`src/rtl/serial_parity_rx.sv`:
```
// Receive side of the XOR parity link: start, DATA_W data bits LSB first, parity, stop.
// Define SERIAL_PARITY_RX_ERRCNT_EN to add a saturating 16-bit err_count of errored frames.
//
// state  | meaning
// IDLE   | waiting for a valid 0 (start bit); valid 1s are line idle
// DATA   | shifting in DATA_W data bits, running XOR in acc
// PARITY | comparing the received parity bit against acc
// STOP   | sampling the stop bit, publishing the word and flags
module serial_parity_rx #(
  parameter int DATA_W     = 8,
  parameter int PARITY_ODD = 0
) (
  input  logic              clk,
  input  logic              rst,
  input  logic              bit_in,
  input  logic              bit_valid,
  output logic [DATA_W-1:0] data_out,
  output logic              data_valid,
  output logic              parity_err,
  output logic              frame_err,
  output logic              busy
`ifdef SERIAL_PARITY_RX_ERRCNT_EN
  ,
  output logic [15:0]       err_count
`endif
);

  localparam int CNT_W = $clog2(DATA_W + 1);
  localparam logic [CNT_W-1:0] LAST_BIT = CNT_W'(DATA_W - 1);

  typedef enum logic [1:0] {IDLE, DATA, PARITY, STOP} state_t;

  state_t            state;
  logic [CNT_W-1:0]  bit_cnt;
  logic [DATA_W-1:0] shreg;
  logic              acc;
  logic              perr;
  logic [DATA_W:0]   shift_ext;

  // One bit wider than the word so the shift also works for DATA_W == 1.
  assign shift_ext = {bit_in, shreg};

  always_ff @(posedge clk) begin
    if (rst) begin
      state      <= IDLE;
      bit_cnt    <= '0;
      shreg      <= '0;
      acc        <= 1'b0;
      perr       <= 1'b0;
      data_out   <= '0;
      data_valid <= 1'b0;
      parity_err <= 1'b0;
      frame_err  <= 1'b0;
      busy       <= 1'b0;
    end else begin
      data_valid <= 1'b0;
      if (bit_valid) begin
        case (state)
          IDLE: begin
            if (!bit_in) begin
              state   <= DATA;
              bit_cnt <= '0;
              acc     <= (PARITY_ODD != 0);
              busy    <= 1'b1;
            end
          end
          DATA: begin
            shreg   <= shift_ext[DATA_W:1];
            acc     <= acc ^ bit_in;
            bit_cnt <= bit_cnt + 1'b1;
            if (bit_cnt == LAST_BIT) state <= PARITY;
          end
          PARITY: begin
            perr  <= acc ^ bit_in;
            state <= STOP;
          end
          STOP: begin
            data_out   <= shreg;
            parity_err <= perr;
            frame_err  <= ~bit_in;
            data_valid <= 1'b1;
            busy       <= 1'b0;
            state      <= IDLE;
          end
          default: state <= IDLE;
        endcase
      end
    end
  end

`ifdef SERIAL_PARITY_RX_ERRCNT_EN
  // Counts frames, not errors: a frame with both flags set adds one.
  always_ff @(posedge clk) begin
    if (rst) begin
      err_count <= '0;
    end else if (bit_valid && state == STOP && (perr || !bit_in) && err_count != 16'hFFFF) begin
      err_count <= err_count + 16'd1;
    end
  end
`endif

endmodule

```
`config.mk`:
```
export PLATFORM = sky130hd
export DESIGN_NAME = serial_parity_rx
export DESIGN_NICKNAME = d
export VERILOG_FILES = /design/src/rtl/serial_parity_rx.sv
export SDC_FILE = /design/constraint.sdc
export NUM_CORES = 1
export LEC_CHECK = 0
export CAP_MARGIN = 5
export CORE_ASPECT_RATIO = 1.1
export CORE_MARGIN = 2
export CORE_UTILIZATION = 52
export DETAILED_ROUTE_END_ITERATION = 8
export PLACE_DENSITY = 0.73
export RECOVER_POWER = 50
export SYNTH_ARGS = -nofsm -noshare
export SYNTH_HDL_FRONTEND = slang
export SYNTH_SLANG_ARGS = --single-unit
```
`constraint.sdc`:
```
create_clock -name clk -period 2.25 [get_ports clk]
set_input_delay 0.45 -clock clk [delete_from_list [all_inputs] [get_ports clk]]
set_output_delay 0.45 -clock clk [all_outputs]
set_load 0.02 [all_outputs]
```
-- Word-level counts from Yosys, hierarchy flattened
Index checks and enable logic that the tools add are counted.
- flip-flop bits (word level): 28
- bits of input ports: 4
- logic and storage cells: 40
- add/subtract/negate cells: 1
- equal/unequal tests: 6
- multiplexer cells: 10
- bitwise operators: 3
- reduce and logical (&&, ||, !) cells: 10
- operators with widths (operator ; number):
    AND reduction 3 bit ; 3
    case mux 2 bit (4 select lines) ; 1
    case mux 4 bit (2 select lines) ; 1
    AND reduction 2 bit ; 3
    adder 4 x 1 -> 4 bit (second input constant) ; 1
    equality test 2 bit (second input constant) ; 2
    equality test 4 x 3 -> 1 bit (second input constant) ; 1
    2-to-1 mux 2 bit ; 2
    2-to-1 mux 4 bit ; 1
    != test 2 bit (second input constant) ; 2
    case mux 1 bit (2 select lines) ; 2
    nonzero test 2 bit ; 2
    2-to-1 mux 1 bit ; 3
    equality test 2 x 1 -> 1 bit (second input constant) ; 1
    logical NOT 2 bit ; 1
    inverter 1 bit ; 2
    OR reduction 2 bit ; 1
    XOR 1 bit ; 1

-- Depth between registers and ports, before layout
Gate-level depths: netlist of the first run.
- word-level depth: 3
- depth in mapped cells: 7
- mapped depth without buffers: 5

-- Least setup slack after synthesis of the first run
Ideal clock, no wire load.
- path kind: register to register
- start point: reg state[0]
- end point: reg bit_cnt[3]
- data arrival time: 1.634 ns
- required time: 2.164 ns
- setup slack: 0.530 ns
- cell stages (with the launch flop): 6
- buffers on the path: 0
- path through: dfxtp_1 inv_1 ha_1 a21bo_4 or4_1 a211oi_1
- word-level cells in the longest chain between the ends: 3
- elaborated cells on any way between the ends: 6
- classes of those cells: eq/ne: 2; mux: 1; reduce/logical: 3
- RTL lines (what ; line ; RTL):
    start: declaration ; 33 ; state_t state;
    start signal: assignment ; 45 ; state <= IDLE;
    start signal: assignment ; 61 ; state <= DATA;
    start signal: assignment ; 71 ; if (bit_cnt == LAST_BIT) state <= PARITY;
    equality test 2 x 1 -> 1 bit or logical NOT 2 bit (tied branches) ; 58 ; case (state)
    nonzero test 2 bit (no line) or != test 2 bit (tied branches) ; n/a ;
    AND reduction 3 bit (no line) ; n/a ;
    end signal: assignment ; 70 ; bit_cnt <= bit_cnt + 1'b1;
    end: declaration ; 34 ; logic [CNT_W-1:0] bit_cnt;
Parallel ways exist; a longest one is shown, timed or not.
A chain may end at the register's enable or synchronous reset.

-- Worst setup path in the final report of the first run
Ends and elaborated chain as after synthesis.

==> qor.yml, run 1 <==
yosys:
  syn_avg_cell_area_um2: 8.437
  synth_async_sr_flop_share_pct: 0
  synth_top_cells_by_count: "37 x nand2_1, 28 x dfxtp_1, 26 x a21oi_1, 6 x clkbuf_1, 5 x ha_1"
  synth-main-ff-cell: "dfxtp_1"
  yosys.area.top_type: "dfxtp_1"
  syn_nets: 149
  synth_cells: 140
  synth-seq-cells: 28
  synthTopCellsByArea: "dfxtp_1 47%, nand2_1 12%, a21oi_1 11%, ha_1 5.3%, a211oi_1 1.9%"
  synth-edff-count: 0
  synth_most_common_cell: "nand2_1"
  ys_warn_count: 0
  syn-cell-area_um2: 1181
  yosysUniqueCellTypes: 28
  synth_top_area_share_pct: 47.46
  synth_seq_area_share_pct: 47.46
clock_network:
  cts_resized: 0
  clk_path_buf_depth: 2
  cts_tree: "yes"
  cts_max_level: 1
  clkTransAtPathRegs_ns: 0.14
  clkSinkCount: 28
  post_cts_buffers: 0
  clock_latency_ns: 0.32
  cts_buffers: 3
  clockRootBuffer: "clkbuf_4"
  cts-hold-fix-buffers: 0
power:
  pwr-share-seq_pct: 60.4
  p_sw_mw: 0.2054
  power_density_nw_per_um2: 612.5
  leakagePower_nw: 0.4814
  p_comb_share_pct: 11.7
  peakVddDrop_mv: 0.4560
  internal_power_mw: 0.6414
  clkPwrFrac_pct: 27.9
  sw_frac_of_total_pct: 24.26
worst_setup_path:
  crit_family: "compound AO/OA/AOI/OAI gates"
  worst-endpoint-arrival_ns: 2.13
  crit_slowest_cell: "or4_1"
  reg2reg_to: "bit_cnt[3]$_SDFFE_PP0P_"
  reg2reg_slack_ns: 0.37
  required_ns: 2.50
  endpoint: "bit_cnt[3]$_SDFFE_PP0P_"
  critPathKind: "reg -> reg"
  cp_slowest_stage_delay_ns: 0.50
  startpoint: "state[0]$_SDFFE_PP0P_"
  critPathMaxFanout: 7
  r2r-start: "state[0]$_SDFFE_PP0P_"
  start_kind: "register"
  rr_worst_depth: 5
  crit_cells: 5
  worstPathCellList: "inv_1, ha_1, a21bo_4, or4_1, a211oi_1"
  critPathCaptureType: "register"
  critical_path_buf_inv_count: 1
timing:
  hold_violations: 0
  tns_ns: 0
  setup_viol: 0
  finalWorstSetupSlack_ns: 0.3702
  period_share_pct: 83.55
  fmax_ghz: 0.5320
  min_period_ns: 1.880
  drv_slew: 0
  worst_pin_slew_ns: 0.4941
  rsz0062_at_grt: "no"
  worst_clock_skew_ns: 0.006875
  relSlewSlack_pct: 67.04
finish:
  design_area_um2: 1383
  syn2layout_area_growth_pct: 17.06
  utilization_pct: 62.64
  drive_gt1_share_pct: 5.844
  antennaDiodeCount: 0
  fin_nets: 164
floorplan:
  die_area_um2: 2669
  die_x_um: 49.44
  start_util_pct: 53.51
  rows: 18
  die_y_um: 53.99
  io_pins: 16
  core-area_um2: 2207
global_route:
  grt_pass1_wl_um: 3629
  antenna_found_initial: 0
  track_usage_pct: 18.28
  grt_max_degree: 16
  grt_pass1_vias: 851
  overflow: 0
routing:
  ant_nets: 0
  viasPerCell: 5.266
  vias: 969
  drtIter0Drc: 14
  dr.pass1.iters: 4
  wl_um: 2208
  post_drt_wl_per_cell_um: 12.00
  drc: 0
place:
  place_ws_ns: 0.2208
  gp_congestion: 0.7586
  post-dp-hpwl_um: 1687
  post_dp_cell_area_um2: 1355
  io_buffers: 15
worst_hold_path:
  hp-class: "reg -> reg"
run_status:
  outcome: "finished, final reports clean"
run:
  maxCapViolCount: 0
## registers in the layout, indices dropped and copies added (netlist names)
register,flops
data_out,8
frame_err,1
busy,1
bit_cnt,4
state,2
perr,1
shreg,8
parity_err,1
acc,1
data_valid,1
## cell type report
| type | instances | area (um2) |
|---|---|---|
| Clock buffer | 4 | 36.28 |
| Tap cell | 30 | 37.54 |
| Sequential cell | 28 | 560.5 |
| Timing Repair Buffer | 19 | 172.7 |
| Fill cell | 220 | 824.5 |
| Multi-Input combinational cell | 99 | 560.5 |
| Inverter | 4 | 15.01 |
## per-stage QoR
| stage | power, mW | hold WS [ns] | instances |
|---|---|---|---|
| 2_1_floorplan | 0.5952 | 0.4316 | 140 |
| 3_3_place_gp | 0.6194 | 0.4389 | 180 |
| 3_5_place_dp | 0.6236 | 0.4463 | 180 |
| 4_1_cts | 0.8561 | 0.4652 | 184 |
| 5_1_grt | 0.8807 | 0.4880 | 184 |
| 6_report | 0.8468 | 0.4630 | 184 |
## power by group through the flow
stage / Clock, mW / Sequential, mW / Combinational, mW
finish: 0.237 / 0.511 / 0.0990
global route: 0.257 / 0.513 / 0.111
CTS: 0.243 / 0.511 / 0.102
detailed placement: 0 / 0.522 / 0.102
global placement: 0 / 0.522 / 0.0977
floorplan: 0 / 0.524 / 0.0716
## placed cells by master (no fill, tap or decap), drive strengths merged, types with 2 or more instances in the layout
cell type / count
and2: 2
buf: 2
o31ai: 2
ha: 5
inv: 4
a211oi: 3
nand2: 37
clkbuf: 6
clkdlybuf4s50: 14
nor2: 4
dfxtp: 28
nand2b: 3
nand3: 2
a21oi: 26
nand3b: 2
## how the worst min path moves through the flow
stage | from | end | slack (ns) | depth (start not counted)
final | data_out[7]$_SDFFE_PP0P_ | data_out[7]$_SDFFE_PP0P_ | 0.46 | 2
after floorplan | perr$_SDFFE_PP0P_ | parity_err$_SDFFE_PP0P_ | 0.43 | 2
after detailed placement | data_out[7]$_SDFFE_PP0P_ | data_out[7]$_SDFFE_PP0P_ | 0.45 | 2
after global placement | shreg[0]$_SDFFE_PP0P_ | data_out[0]$_SDFFE_PP0P_ | 0.44 | 2
after CTS | data_out[7]$_SDFFE_PP0P_ | data_out[7]$_SDFFE_PP0P_ | 0.47 | 2
after global routing | data_out[7]$_SDFFE_PP0P_ | data_out[7]$_SDFFE_PP0P_ | 0.49 | 2
## worst min-delay path, stage by stage, from the launching register on
cell and delay (ns):
dfxtp_1 0.33, nand2_1 0.05, a21oi_1 0.05
## routing by layer
layer / GRT usage, % / share of wire, % / up-vias
met1: 20.03 / 43 / 453
met4: 8.333 / 0.68 / 0
met2: 35.59 / 54 / 11
met3: 2.500 / 2.3 / 2
li1: - / - / 503
met5: 0 / 0 / -
## cells by family (layout without fill, tap and decap cells)
family,after synthesis,in the layout,synth area share [%]
AOI/OAI and AO/OA,38,38,20.34
adders and majority gates,5,5,5.297
muxes,1,1,0.8475
xor gates and xnor gates,1,1,0.7417
buffers and inverters,13,27,4.978
and+or+nand+nor,54,54,20.34
DFF,28,28,47.46
Note: power is estimated with default switching activity, not from simulation.
==> inputs of run 2 (changes only) <==
==> constraint.sdc (replaced) <==
create_clock -name clk -period 1.75 [get_ports clk]
set_input_delay 0.35 -clock clk [delete_from_list [all_inputs] [get_ports clk]]
set_output_delay 0.35 -clock clk [all_outputs]
set_load 0.02 [all_outputs]
==> run 2 against run 1 <==
Against the previous run:
- clock power increased by 77%
- clock skew is essentially flat
- total power grew 45%
- fmax grew 13%
- sequential power rose by 28%
- final area increased by 5.6%
- final cell count is 3.3% higher
- sequential cell count unchanged
- first-iteration DRC count up 7.1%
- critical path type unchanged
- utilization up 3.5 points
==> qor.yml, run 2 (synthesis results as in run 1) <==
clock_network:
  cts_tree: "yes"  # unchanged
  clkSinkCount: 28  # unchanged
  clockRootBuffer: "clkbuf_4"  # unchanged
  clock_latency_ns: 0.33  # was 0.32 ns
  cts_max_level: 1  # unchanged
  clk_path_buf_depth: 2  # unchanged
  clkTransAtPathRegs_ns: 0.15  # was 0.14 ns
  cts_buffers: 3  # unchanged
worst_setup_path:
  crit_family: "simple AND/OR/NAND/NOR gates"  # was compound AO/OA/AOI/OAI gates
  start_kind: "register"  # unchanged
  critPathCaptureType: "register"  # unchanged
  crit_slowest_cell: "or4_4"  # was or4_1
  critPathMaxFanout: 6  # was 7
  critical_path_buf_inv_count: 1  # unchanged
  critPathKind: "reg -> reg"  # unchanged
  worstPathCellList: "buf_4, ha_1, nor2_1, or4_4, a211oi_2"  # was inv_1, ha_1, a21bo_4, or4_1, a211oi_1
  cp_slowest_stage_delay_ns: 0.50  # about the same
  required_ns: 2.02  # was 2.50 ns
  worst-endpoint-arrival_ns: 1.93  # was 2.13 ns
finish:
  fillers: 206  # was 220
  fin_nets: 170  # was 164
  reg.largest.list: "data_out x8, shreg x8, bit_cnt x4"  # unchanged
  syn2layout_area_growth_pct: 23.62  # was 17.06%
  utilization_pct: 66.16  # was 62.64%
  mostFrequentLayoutCells: "37 x nand2_1, 27 x dfxtp_1, 26 x a21oi_1"  # was 37 x nand2_1, 28 x dfxtp_1, 26 x a21oi_1
  drive_gt1_share_pct: 12.50  # was 5.844%
  design_area_um2: 1460  # was 1383 um2
  antennaDiodeCount: 0  # unchanged
  layout_commonest_cell: "nand2_1"  # unchanged
global_route:
  track_usage_pct: 18.86  # was 18.28%
  antenna_found_initial: 0  # unchanged
  gr-usage-met2_pct: 38.51  # was 35.59%
  overflow: 0  # unchanged
  busiest_layer: "met2"  # unchanged
  grtUsageMet3_pct: 3.333  # was 2.500%
  grt_max_degree: 17  # was 16
  grt_pass1_vias: 926  # was 851
  grt_pass1_wl_um: 3905  # was 3629 um
  grt_util_met1_pct: 20.31  # was 20.03%
place:
  gp_congestion: 0.7996  # was 0.7586
  post-dp-hpwl_um: 1797  # was 1687 um
  io_buffers: 15  # unchanged
  place_ws_ns: -0.1898  # was 0.2208 ns
  post_dp_cell_area_um2: 1385  # was 1355 um2
timing:
  relSlewSlack_pct: 68.09  # was 67.04%
  hold_ws_ns: 0.4643  # was 0.4630 ns
  fmax_ghz: 0.6003  # was 0.5320 GHz
  period_share_pct: 95.19  # was 83.55%
  drv_slew: 0  # unchanged
  worst_pin_slew_ns: 0.4784  # was 0.4941 ns
  worst_clock_skew_ns: 0.007138  # was 0.006875 ns
  finalWorstSetupSlack_ns: 0.08413  # was 0.3702 ns
  min_period_ns: 1.666  # was 1.880 ns
  setup_viol: 0  # unchanged
  hold_violations: 0  # unchanged
run_status:
  outcome: "finished, final reports clean"  # unchanged
routing:
  post_drt_wl_per_cell_um: 12.28  # was 12.00 um
  dr.pass1.iters: 4  # unchanged
  drc: 0  # unchanged
  vias: 994  # was 969
  wl_um: 2334  # was 2208 um
  viasPerCell: 5.232  # was 5.266
  ant_nets: 0  # unchanged
  drtIter0Drc: 15  # was 14
worst_hold_path:
  hp-class: "reg -> reg"  # unchanged
floorplan:
  io_pins: 16  # unchanged
  die_area_um2: 2669  # unchanged
  start_util_pct: 53.51  # unchanged
  die_y_um: 53.99  # unchanged
  die_x_um: 49.44  # unchanged
  rows: 18  # unchanged
  core-area_um2: 2207  # unchanged
power:
  peakVddDrop_mv: 0.4840  # was 0.4560 mV
  power_density_nw_per_um2: 842.9  # was 612.5 nW/um2
  leakagePower_nw: 0.5244  # was 0.4814 nW
  finalPower_mw: 1.231  # was 0.8468 mW
run:
  maxCapViolCount: 0  # unchanged
[run 2: area by class of cell]
class / instances / area [um2] / area share (%)
Sequential cell: 28 / 561.8 / 38.47
Clock inverter: 1 / 30.03 / 2.057
Inverter: 4 / 15.01 / 1.028
Clock buffer: 3 / 22.52 / 1.542
Multi-Input combinational cell: 99 / 571.8 / 39.16
Timing Repair Buffer: 25 / 221.5 / 15.17
Tap cell: 30 / 37.54 / 2.571
[run 2: where the power goes]
| group | internal, mW | total [mW] | switching [mW] | leakage, nW |
|---|---|---|---|---|
| logic | 0.0674 | 0.155 | 0.0879 | 0.270 |
| registers | 0.649 | 0.656 | 0.00717 | 0.227 |
| clock network | 0.232 | 0.419 | 0.188 | 0.0279 |
[run 2: stage by stage]
| stage | setup TNS, ns | instances |
|---|---|---|
| detailed placement | -0.2820 | 184 |
| CTS | 0 | 188 |
| global route | -0.006159 | 190 |
| global placement | -0.1304 | 184 |
| finish | 0 | 190 |
| floorplan | 0 | 140 |
[run 2: layer usage]
metal / up-vias / share of wire, % / wire [um]
met2: 15 / 53 / 1242
met1: 461 / 43 / 1003
met4: 0 / 1.4 / 32
met3: 4 / 2.4 / 55
met5: - / 0 / 0
li1: 514 / - / -
[run 2: worst paths after layout]
check | cells after the start | slack [ns] | from | endpoint
worst max-delay path | 5 | 0.08 | state[0]$_SDFFE_PP0P_ | bit_cnt[3]$_SDFFE_PP0P_
worst max register to register | 5 | 0.08 | state[0]$_SDFFE_PP0P_ | bit_cnt[3]$_SDFFE_PP0P_
worst min-delay path | 2 | 0.46 | shreg[0]$_SDFFE_PP0P_ | data_out[0]$_SDFFE_PP0P_
worst min register to register | 2 | 0.46 | shreg[0]$_SDFFE_PP0P_ | data_out[0]$_SDFFE_PP0P_
[run 2: worst register-to-register path, stage by stage, from the launching register on]
cell,delay (ns)
dfxtp_1,0.36
buf_4,0.12
ha_1,0.26
nor2_1,0.14
or4_4,0.50
a211oi_2,0.22
[run 2: repair_timing]
action	CTS	global route
setup buffers	0	2
resized for setup	1	3
hold endpoints to repair	0	0
endpoints found under the setup margin	1	1
hold buffers	0	0
==> inputs of run 3 (changes only) <==
==> constraint.sdc (replaced) <==
create_clock -name clk -period 1.75 [get_ports clk]
set_input_delay 0.4375 -clock clk [delete_from_list [all_inputs] [get_ports clk]]
set_output_delay 0.4375 -clock clk [all_outputs]
set_load 0.02 [all_outputs]
==> run 3 against run 2 <==
Against the previous run:
- first-iteration DRC count increased by 100%
- clock skew shrank 0.0020 ns
- sequential cell count stayed put
- final cell count did not move
- critical endpoint unchanged
==> qor.yml, run 3 (synthesis results as in run 1) <==
run_status:
  outcome: "finished, final reports clean"  # unchanged
finish:
  reg.largest.list: "data_out x8, shreg x8, bit_cnt x4"  # unchanged
  antennaDiodeCount: 0  # unchanged
  final-instance-count-excl-fill: 190  # unchanged
  layout_commonest_cell: "nand2_1"  # unchanged
  syn2layout_area_growth_pct: 16.63  # was 23.62%
  drive_gt1_share_pct: 11.25  # was 12.50%
  mostFrequentLayoutCells: "37 x nand2_1, 27 x dfxtp_1, 26 x a21oi_1"  # unchanged
  fin_nets: 171  # was 170
worst_setup_path:
  critPathMaxFanout: 4  # was 6
  required_ns: 2.01  # was 2.02 ns
  cp_slowest_stage_delay_ns: 0.52  # was 0.50 ns
  crit_slowest_cell: "or4_1"  # was or4_4
  worstPathCellList: "inv_1, ha_2, a21bo_4, or4_1, a211oi_2"  # was buf_4, ha_1, nor2_1, or4_4, a211oi_2
  critPathCaptureType: "register"  # unchanged
  critPathKind: "reg -> reg"  # unchanged
  reg2reg_slack_ns: 0.10  # was 0.08 ns
  worst-endpoint-arrival_ns: 1.91  # was 1.93 ns
  start_kind: "register"  # unchanged
timing:
  drv_slew: 0  # unchanged
  setup_viol: 0  # unchanged
  min_period_ns: 1.645  # was 1.666 ns
  worst_clock_skew_ns: 0.005126  # was 0.007138 ns
  fmax_ghz: 0.6079  # was 0.6003 GHz
  relSlewSlack_pct: 66.29  # was 68.09%
  hold_violations: 0  # unchanged
  period_share_pct: 94.00  # was 95.19%
  tns_ns: 0  # unchanged
  worst_pin_slew_ns: 0.5054  # was 0.4784 ns
  rsz0062_at_grt: "no"
clock_network:
  post_cts_buffers: 0  # unchanged
  cts_max_level: 1  # unchanged
  clock_latency_ns: 0.33  # about the same
  cts_buffers: 3  # unchanged
  clkTransAtPathRegs_ns: 0.14  # was 0.15 ns
  cts_tree: "yes"  # unchanged
  clkSinkCount: 28  # unchanged
  clockRootBuffer: "clkbuf_4"  # unchanged
  clk_path_buf_depth: 2  # unchanged
place:
  gp_congestion: 0.7820  # was 0.7996
  io_buffers: 15  # unchanged
  dpl.cell_count: 187  # was 184
  post-dp-hpwl_um: 1661  # was 1797 um
run:
  maxCapViolCount: 0  # unchanged
floorplan:
  die_area_um2: 2669  # unchanged
  start_util_pct: 53.51  # unchanged
  rows: 18  # unchanged
  core-area_um2: 2207  # unchanged
  die_y_um: 53.99  # unchanged
  io_pins: 16  # unchanged
  die_x_um: 49.44  # unchanged
routing:
  drc: 0  # unchanged
  drtIter0Drc: 30  # was 15
  ant_nets: 0  # unchanged
  dr.pass1.iters: 4  # unchanged
  post_drt_wl_per_cell_um: 12.12  # was 12.28 um
  vias: 1009  # was 994
  viasPerCell: 5.311  # was 5.232
  wl_um: 2302  # was 2334 um
global_route:
  track_usage_pct: 18.79  # was 18.86%
  antenna_found_initial: 0  # unchanged
  grt_pass1_wl_um: 3801  # was 3905 um
  overflow: 0  # unchanged
  grt_pass1_vias: 931  # was 926
  grt_max_degree: 15  # was 17
power:
  power_density_nw_per_um2: 776.1  # was 842.9 nW/um2
  leakagePower_nw: 0.5299  # was 0.5244 nW
  finalPower_mw: 1.069  # was 1.231 mW
  peakVddDrop_mv: 0.5984  # was 0.4840 mV
worst_hold_path:
  hp-class: "reg -> reg"  # unchanged
==> run 3: cell types whose count changed in the layout (fill, tap and decap cells not counted), sizes merged <==
cell | before | now
dlygate4sd3 | 0 | 1
dlygate4sd2 | 0 | 1
clkbuf | 4 | 14
clkdlybuf4s50 | 15 | 2
bufinv | 1 | 0
dlymetal6s2s | 0 | 2
==> run 3: path summary, 6_finish.rpt <==
kind | to | cells past startpoint | start
worst max-delay path | bit_cnt[3]$_SDFFE_PP0P_ | 5 | state[1]$_SDFFE_PP0P_
worst min-delay path | data_out[6]$_SDFFE_PP0P_ | 2 | data_out[6]$_SDFFE_PP0P_
worst max register to register | bit_cnt[3]$_SDFFE_PP0P_ | 5 | state[1]$_SDFFE_PP0P_
worst min register to register | data_out[6]$_SDFFE_PP0P_ | 2 | data_out[6]$_SDFFE_PP0P_
==> run 3: critical path: cells and delay by family (launching register included) <==
kind / cells / cell delay, ns
adder cells (fa/ha/maj): 1 / 0.21
buffers and inverters: 1 / 0.07
AO/OA/AOI/OAI: 2 / 0.40
flip-flops: 1 / 0.38
AND/OR/NAND/NOR: 1 / 0.52
==> run 3: per-stage QoR <==
| stage | hold slack, ns | setup WS [ns] | util [%] | area [um2] |
|---|---|---|---|---|
| 6_report | 0.4633 | 0.1049 | 62.42 | 1378 |
| 5_1_grt | 0.4911 | 0.02642 | 62.42 | 1378 |
| 4_1_cts | 0.4660 | 0.00005584 | 64.80 | 1430 |
| 3_5_place_dp | 0.4472 | -0.2034 | 63.78 | 1408 |
| 3_3_place_gp | 0.4387 | -0.1776 | 63.78 | 1408 |
| 2_1_floorplan | 0.4316 | 0.03041 | - | 1181 |
==> run 3: final cells by class <==
cell class | count | area [um2]
Multi-Input combinational cell | 99 | 568.0
Tap cell | 30 | 37.54
Clock buffer | 3 | 22.52
Inverter | 4 | 15.01
Sequential cell | 28 | 561.8
Fill cell | 234 | 829.5
Timing Repair Buffer | 26 | 172.7
==> run 3: per-layer routing <==
layer	routed length, um	part of all wire, %	global-route usage (%)	vias to the layer above
met1	988	43	20.62	475
li1	-	-	-	513
met3	60	2.6	2.500	5
met2	1196	52	36.04	16
met4	57	2.5	9.722	0
met5	0	0	0	-
==> run 3: repair_timing <==
item / 4_1_cts / 5_1_grt
hold buffers: 0 / 0
endpoints found under the setup margin: 2 / 12
hold endpoints to repair: 0 / 0
resized for setup: 2 / 13
pin swaps: 0 / 1
==> run 3: where the power goes <==
part / switching (mW) / internal [mW] / total, mW / leakage (nW)
Sequential: 0.00733 / 0.649 / 0.656 / 0.227
Clock: 0.180 / 0.0810 / 0.261 / 0.0138
Combinational: 0.0851 / 0.0673 / 0.152 / 0.290
